### src/rtl/fifo_share_ctrl_if.sv
// Bundle between the shared-buffer controller, its producers/consumer and the 10-entry buffer pins.
// slave = controller view, master = surrounding logic (producers, consumer, buffer).
interface fifo_share_ctrl_if #(
    parameter int NREQ  = 4,
    parameter int DW    = 8,
    parameter int DEPTH = 10
);
    localparam int IDW = (NREQ > 1) ? $clog2(NREQ) : 1;
    localparam int LW  = $clog2(DEPTH + 1);

    logic [NREQ-1:0]          req;
    logic [NREQ-1:0][DW-1:0]  req_data;
    logic [NREQ-1:0]          gnt;
    logic                     pop;
    logic                     pop_ack;
    logic [DW-1:0]            rdata;
    logic [IDW-1:0]           rsrc;
    logic                     rvalid;
    logic                     fifo_wr;
    logic [DW-1:0]            fifo_din;
    logic                     fifo_rd;
    logic [DW-1:0]            fifo_dout;
    logic                     fifo_full;
    logic                     fifo_empty;
    logic [LW-1:0]            level;
    logic                     sync_err;

    modport slave (
        input  req, req_data, pop, fifo_dout, fifo_full, fifo_empty,
        output gnt, pop_ack, rdata, rsrc, rvalid, fifo_wr, fifo_din, fifo_rd, level, sync_err
    );

    modport master (
        output req, req_data, pop, fifo_dout, fifo_full, fifo_empty,
        input  gnt, pop_ack, rdata, rsrc, rvalid, fifo_wr, fifo_din, fifo_rd, level, sync_err
    );
endinterface

### src/rtl/fifo_share_ctrl.sv
// Round-robin write arbiter, read gate and source-tag shadow ring for the shared 10-entry buffer.
// Also tracks occupancy and flags any disagreement with the buffer's own full/empty pins.

module fifo_share_lane #(
    parameter int DW = 8
) (
    input  logic          i_gnt,
    input  logic [DW-1:0] i_data,
    output logic [DW-1:0] o_data
);
    assign o_data = i_gnt ? i_data : '0;
endmodule

module fifo_share_ctrl #(
    parameter int NREQ  = 4,
    parameter int DW    = 8,
    parameter int DEPTH = 10
) (
    input  logic             i_clk,
    input  logic             i_rst,
    fifo_share_ctrl_if.slave bus
);
    localparam int IDW = (NREQ > 1) ? $clog2(NREQ) : 1;
    localparam int PW  = (DEPTH > 1) ? $clog2(DEPTH) : 1;
    localparam int LW  = $clog2(DEPTH + 1);

    logic [IDW-1:0]          r_last;
    logic [PW-1:0]           r_wptr;
    logic [PW-1:0]           r_rptr;
    logic [LW-1:0]           r_level;
    logic [IDW-1:0]          r_rsrc;
    logic                    r_rvalid;
    logic                    r_sync_err;
    logic [IDW-1:0]          r_tag [DEPTH];

    logic                    w_rd;
    logic                    w_hazard;
    logic                    w_cand_vld;
    logic [IDW-1:0]          w_cand_idx;
    logic [IDW-1:0]          w_scan;
    logic                    w_wr;
    logic [NREQ-1:0]         w_gnt;
    logic [NREQ-1:0][DW-1:0] w_lane_data;
    logic [DW-1:0]           w_din;
    logic                    w_mis;

    assign w_rd = bus.pop & ~bus.fifo_empty;

    // The buffer mis-tracks a simultaneous read+write at these occupancies; let the read win.
    assign w_hazard = w_rd && ((r_level == LW'(1)) || (r_level == LW'(DEPTH - 1)));

    always_comb begin
        w_cand_vld = 1'b0;
        w_cand_idx = '0;
        w_scan     = '0;
        for (int k = 1; k <= NREQ; k++) begin
            w_scan = IDW'((int'(r_last) + k) % NREQ);
            if (!w_cand_vld && bus.req[w_scan]) begin
                w_cand_vld = 1'b1;
                w_cand_idx = w_scan;
            end
        end
    end

    assign w_wr  = w_cand_vld & ~bus.fifo_full & ~w_hazard;
    assign w_gnt = w_wr ? (NREQ'(1) << w_cand_idx) : '0;

    for (genvar g = 0; g < NREQ; g++) begin : g_lane
        fifo_share_lane #(.DW(DW)) u_lane (
            .i_gnt  (w_gnt[g]),
            .i_data (bus.req_data[g]),
            .o_data (w_lane_data[g])
        );
    end

    always_comb begin
        w_din = '0;
        for (int i = 0; i < NREQ; i++) w_din = w_din | w_lane_data[i];
    end

    assign w_mis = (bus.fifo_empty != (r_level == '0)) ||
                   (bus.fifo_full  != (r_level == LW'(DEPTH)));

    always_ff @(posedge i_clk or posedge i_rst) begin
        if (i_rst) begin
            r_last     <= IDW'(NREQ - 1);
            r_wptr     <= '0;
            r_rptr     <= '0;
            r_level    <= '0;
            r_rsrc     <= '0;
            r_rvalid   <= 1'b0;
            r_sync_err <= 1'b0;
        end else begin
            r_rvalid   <= w_rd;
            r_sync_err <= r_sync_err | w_mis;
            if (w_wr) begin
                r_last <= w_cand_idx;
                r_wptr <= (r_wptr == PW'(DEPTH - 1)) ? '0 : r_wptr + 1'b1;
            end
            if (w_rd) begin
                r_rsrc <= r_tag[r_rptr];
                r_rptr <= (r_rptr == PW'(DEPTH - 1)) ? '0 : r_rptr + 1'b1;
            end
            case ({w_wr, w_rd})
                2'b10:   r_level <= r_level + 1'b1;
                2'b01:   r_level <= r_level - 1'b1;
                default: r_level <= r_level;
            endcase
        end
    end

    // Tag storage needs no reset: entries are only read after being written.
    always_ff @(posedge i_clk) begin
        if (w_wr) r_tag[r_wptr] <= w_cand_idx;
    end

    assign bus.gnt      = w_gnt;
    assign bus.fifo_wr  = w_wr;
    assign bus.fifo_din = w_din;
    assign bus.fifo_rd  = w_rd;
    assign bus.pop_ack  = w_rd;
    assign bus.rdata    = bus.fifo_dout;
    assign bus.rsrc     = r_rsrc;
    assign bus.rvalid   = r_rvalid;
    assign bus.level    = r_level;
    assign bus.sync_err = r_sync_err;
endmodule

### src/flat_wrapper.sv
// flat-port wrapper written by rule: the top's interface ports become plain ports
module fifo_share_ctrl_flat 
#(
    parameter int NREQ  = 4,
    parameter int DW    = 8,
    parameter int DEPTH = 10
)
  (i_clk, i_rst, bus_req, bus_req_data, bus_pop, bus_fifo_dout, bus_fifo_full, bus_fifo_empty, bus_gnt, bus_pop_ack, bus_rdata, bus_rsrc, bus_rvalid, bus_fifo_wr, bus_fifo_din, bus_fifo_rd, bus_level, bus_sync_err);
  fifo_share_ctrl_if #(.NREQ(NREQ), .DW(DW), .DEPTH(DEPTH)) bus_i ();
  input  logic i_clk;
  input  logic i_rst;
  input wire logic [$bits(bus_i.req)-1:0] bus_req;
  input wire logic [$bits(bus_i.req_data)-1:0] bus_req_data;
  input wire logic [$bits(bus_i.pop)-1:0] bus_pop;
  input wire logic [$bits(bus_i.fifo_dout)-1:0] bus_fifo_dout;
  input wire logic [$bits(bus_i.fifo_full)-1:0] bus_fifo_full;
  input wire logic [$bits(bus_i.fifo_empty)-1:0] bus_fifo_empty;
  output wire logic [$bits(bus_i.gnt)-1:0] bus_gnt;
  output wire logic [$bits(bus_i.pop_ack)-1:0] bus_pop_ack;
  output wire logic [$bits(bus_i.rdata)-1:0] bus_rdata;
  output wire logic [$bits(bus_i.rsrc)-1:0] bus_rsrc;
  output wire logic [$bits(bus_i.rvalid)-1:0] bus_rvalid;
  output wire logic [$bits(bus_i.fifo_wr)-1:0] bus_fifo_wr;
  output wire logic [$bits(bus_i.fifo_din)-1:0] bus_fifo_din;
  output wire logic [$bits(bus_i.fifo_rd)-1:0] bus_fifo_rd;
  output wire logic [$bits(bus_i.level)-1:0] bus_level;
  output wire logic [$bits(bus_i.sync_err)-1:0] bus_sync_err;
  assign bus_i.req = bus_req;
  assign bus_i.req_data = bus_req_data;
  assign bus_i.pop = bus_pop;
  assign bus_i.fifo_dout = bus_fifo_dout;
  assign bus_i.fifo_full = bus_fifo_full;
  assign bus_i.fifo_empty = bus_fifo_empty;
  assign bus_gnt = bus_i.gnt;
  assign bus_pop_ack = bus_i.pop_ack;
  assign bus_rdata = bus_i.rdata;
  assign bus_rsrc = bus_i.rsrc;
  assign bus_rvalid = bus_i.rvalid;
  assign bus_fifo_wr = bus_i.fifo_wr;
  assign bus_fifo_din = bus_i.fifo_din;
  assign bus_fifo_rd = bus_i.fifo_rd;
  assign bus_level = bus_i.level;
  assign bus_sync_err = bus_i.sync_err;
  fifo_share_ctrl #(.NREQ(NREQ), .DW(DW), .DEPTH(DEPTH)) u_core (.i_clk(i_clk), .i_rst(i_rst), .bus(bus_i));
endmodule
### config.mk
export PLATFORM = sky130hd
export DESIGN_NAME = fifo_share_ctrl_flat
export DESIGN_NICKNAME = d
export VERILOG_FILES = /design/src/rtl/fifo_share_ctrl_if.sv /design/src/rtl/fifo_share_ctrl.sv /design/src/flat_wrapper.sv
export SDC_FILE = /design/constraint.sdc
export NUM_CORES = 1
export LEC_CHECK = 0
export ABC_AREA = 1
export CAP_MARGIN = 20
export CORE_MARGIN = 8
export CORE_UTILIZATION = 40
export DETAILED_ROUTE_END_ITERATION = 16
export PLACE_DENSITY = 0.75
export REMOVE_ABC_BUFFERS = 1
export SYNTH_ARGS = -nofsm -noshare
export SYNTH_HDL_FRONTEND = slang
export SYNTH_HIERARCHICAL = 1
export SYNTH_SLANG_ARGS = --single-unit
### constraint.sdc
create_clock -name i_clk -period 3 [get_ports i_clk]
set_input_delay 0.6 -clock i_clk [delete_from_list [all_inputs] [get_ports i_clk]]
set_output_delay 0.6 -clock i_clk [all_outputs]
set_load 0.02 [all_outputs]
==> run_results.csv, run 1 <==
group,metric,value,unit
outcome,status,"finished, violations left",
outcome,violations,"setup timing",
final_layout,fillers,572,
power_and_ir_drop,p_int,2240,uW
power_and_ir_drop,power.density,1140,nW/um2
global_route,grt_pass1_vias,2487,
detailed_routing,ant_nets,0,
timing,fin_tns_setup,-2.27,ns
detailed_routing,first_pass_iters,4,
detailed_routing,avgRoutedWirePerCell,12.8,um
floorplan,fp-row-count,29,
timing,fin_crit,3.29,ns
floorplan,core,6200,um2
floorplan,start_util,0.405,
synth,yosysUniqueCellTypes,35,
timing,slew_headroom,0.529,
timing,drv_slew,0,
final_layout,syn2layout_area_growth,40.0,%
worst_setup_path,rrSetupSlack,0.70,ns
floorplan,dieArea,9080,um2
synth,synthCells,321,
synth,synth.area.mux_share,0,
worst_setup_path,slowest_stage,"dfstp_2",
placed_design,routabilityCongestion,0.862,
synth,synth-main-ff-cell,"edfxtp_1",
hold_path,min_path_type,"reg -> reg",
synth,synth_seq_cells,38,
power_and_ir_drop,power_switching,1760,uW
synth,synth.most_common_cell,"nand2_1",
power_and_ir_drop,clkPwrFrac,0.103,
clocking,cts.path.max_buffers,2,
worst_setup_path,critPathRequiredTime,2.40,ns
worst_setup_path,worstPathArrival,2.69,ns
floorplan,die_w,95.3,um
clocking,clk-insertion-delay-late,0.28,ns
power_and_ir_drop,seq_power_share,0.236,
placed_design,numPortBuffers,63,
clocking,root_buffer,"clkbuf_8",
synth,synth_top_family_by_area,"simple AND/OR/NAND/NOR gates",
power_and_ir_drop,cellLeakagePower,0.00176,uW
final_layout,nets,452,
final_layout,diodes,0,
synth,synth-adder-area-share,0.0249,
global_route,track_usage,0.144,
placed_design,post-place-ws,-0.906,ns
global_route,grt_overflow,0,
synth,ys_seq_area_frac,0.419,
synth,synthSimpleGateAreaFrac,0.308,
synth,ys_warn_count,6,
synth,synth_compound_area_frac,0.0781,
synth,netlist_area,2510,um2
clocking,cts_buffers,5,
detailed_routing,num_vias,2290,
worst_setup_path,slowest_delay,0.59,ns
power_and_ir_drop,p_sw_frac,0.441,
flow_run,drv_cap,0,
placed_design,placedInstanceArea,3300,um2
synth,yosysTopAreaCell,"edfxtp_1",
detailed_routing,drt_iter0_drc,97,
floorplan,ioPinCount,80,
timing,setup_slack,-0.292,ns
detailed_routing,routed_wl,6.10,mm
synth,ys_top_cells_by_area,"edfxtp_1, dfrtp_1, nand2_1",
detailed_routing,drc,0,
global_route,grt_max_degree,19,
synth,synth-xor-area-share,0.0313,
final_layout,final_cell_area,3520,um2
clocking,clk_pin_slew,0.07,ns
worst_setup_path,cp-end-kind,"primary output",
clocking,cts.htree.levels,2,
timing,clock_skew,0.00576,ns
global_route,antenna_found_initial,0,
timing,timing.fmax,0.304,GHz
clocking,cts_tree,"built",
placed_design,place.detailed.hpwl,4.70,mm
final_layout,finalCoreUtilization,0.567,
synth,synth_edf_count,20,
timing,rsz0062_at_grt,"yes",
synth,avgSynthCellArea,7.83,um2
final_layout,drive_gt1_frac,0.248,
timing,tightest_slew,0.706,ns
timing,setup_viol,8,
worst_setup_path,cp_common_cell,"nand2_2",
global_route,grt_pass1_wl,10.5,mm
synth,synth_common_cells,"nand2_1, inv_1, nor2_1",
power_and_ir_drop,ir_drop,0.000681,V
synth,async_reset_ff_frac,0.474,
worst_setup_path,cp-start-kind,"flop",
timing,whs,0.501,ns
worst_setup_path,crit_chain,"buf_12 -> nand2_2 -> nand3_2 -> nand2_4 -> nor2_4 -> nand3_4 -> nand2_2 -> nand2_2 -> buf_4 -> nand3_4 -> nor2_4 -> nand2_1 -> inv_1 -> or4_4 -> buf_6",
clocking,cts.sinks,38,
detailed_routing,via_per_inst,4.81,
floorplan,die-height,95.3,um
timing,hold_viol,0,
worst_setup_path,critical_path_class,"reg -> out",
synth,synth_top_cell_area_share,0.239,
timing,period_share,1.10,
worst_setup_path,crit_fanout,10,
clocking,postCtsHoldBufs,0,
power_and_ir_drop,comb_power_share,0.661,
## cell families (layout without fill, tap and decap cells)
logic type      count (synthesis)  in the layout
xor+xnor                        9              9
compound gates                 33             33
simple gates                  159            159
buf+inv                        77            155
fa+ha+maj                       5              5
flops                          38             38
## sequential cells by signal, summed over array words and instances (netlist names)
name	count
u_core/bus.level	4
u_core/bus.rsrc	2
u_core/bus.rvalid	1
u_core/bus.sync_err	1
u_core/r_last	2
u_core/r_rptr	4
u_core/r_tag	20
u_core/r_wptr	4
## worst paths after layout
kind                                           from             endpoint  depth (start not counted)
worst max-delay path               u_core/r_last[0]      bus_fifo_din[5]                         15
worst min-delay path            u_core/bus.sync_err  u_core/bus.sync_err                          2
worst max register to register     u_core/r_last[1]  u_core/bus.level[3]                         13
worst min register to register  u_core/bus.sync_err  u_core/bus.sync_err                          2
max in group asynchronous                     i_rst  u_core/bus.level[3]                          2
min in group asynchronous                     i_rst   u_core/bus.rsrc[1]                          2
## cell usage in the layout, fill, tap and decap left out, types with 8 or more instances in the layout
| master | count |
|---|---|
| o21ai_0 | 12 |
| nor2_1 | 20 |
| clkdlybuf4s50_1 | 46 |
| nand2_2 | 15 |
| a21oi_1 | 8 |
| buf_6 | 8 |
| buf_4 | 24 |
| edfxtp_1 | 20 |
| or4_4 | 8 |
| nand3_1 | 14 |
| nand2_1 | 76 |
| inv_1 | 52 |
| dfrtp_1 | 16 |
## stage by stage
stage          total power [uW]  cells
2_1_floorplan              2320    303
3_3_place_gp               3280    466
3_5_place_dp               3330    466
4_1_cts                    4020    476
5_1_grt                    4340    476
6_report                   4000    476
## critical path, delay by kind of cell, from the launching register on
kind | cells | cell delay [ns]
buf+inv | 4 | 0.45
flops | 1 | 0.59
simple gates | 11 | 1.36
## power by group through the flow
stage	clock network (uW)	registers (uW)	logic, uW
2_1_floorplan	0	997	1320
3_3_place_gp	0	938	2350
3_5_place_dp	0	948	2390
4_1_cts	426	941	2650
5_1_grt	455	963	2920
6_report	414	944	2650
## layout make-up
type / count / area, um2 / share of cell area
clock buffers: 7 / 76.3 / 0.0217
multi-input cells: 206 / 1210 / 0.345
well taps: 77 / 96.3 / 0.0274
repair buffers: 88 / 822 / 0.234
flip-flops and latches: 38 / 1050 / 0.299
clock inverters: 1 / 30.0 / 0.00853
inverters: 59 / 226 / 0.0643
## routing by layer
metal  routed length (um)  vias to the layer above  track usage
li1                     -                     1153            -
met1                 2440                     1040        0.146
met2                 2950                       92        0.251
met3                  659                        5       0.0717
met4                   45                        0       0.0507
met5                    0                        -            0
## timing repair
| item | in CTS | in global routing |
|---|---|---|
| buffers inserted | 4 | 0 |
| gates resized for setup | 89 | 7 |
| pin swaps | 11 | 3 |
| setup endpoints to repair | 13 | 13 |
(Power assumes the default switching activity.)
==> run 2: changes to the inputs <==
GPL_ROUTABILITY_DRIVEN = 0   (was not set)
HOLD_SLACK_MARGIN = 0.03   (was not set)
TNS_END_PERCENT = 100   (was not set)
==> results of run 2 <==
Same layout as run 1: the final DEF is identical, and so are final timing and power.
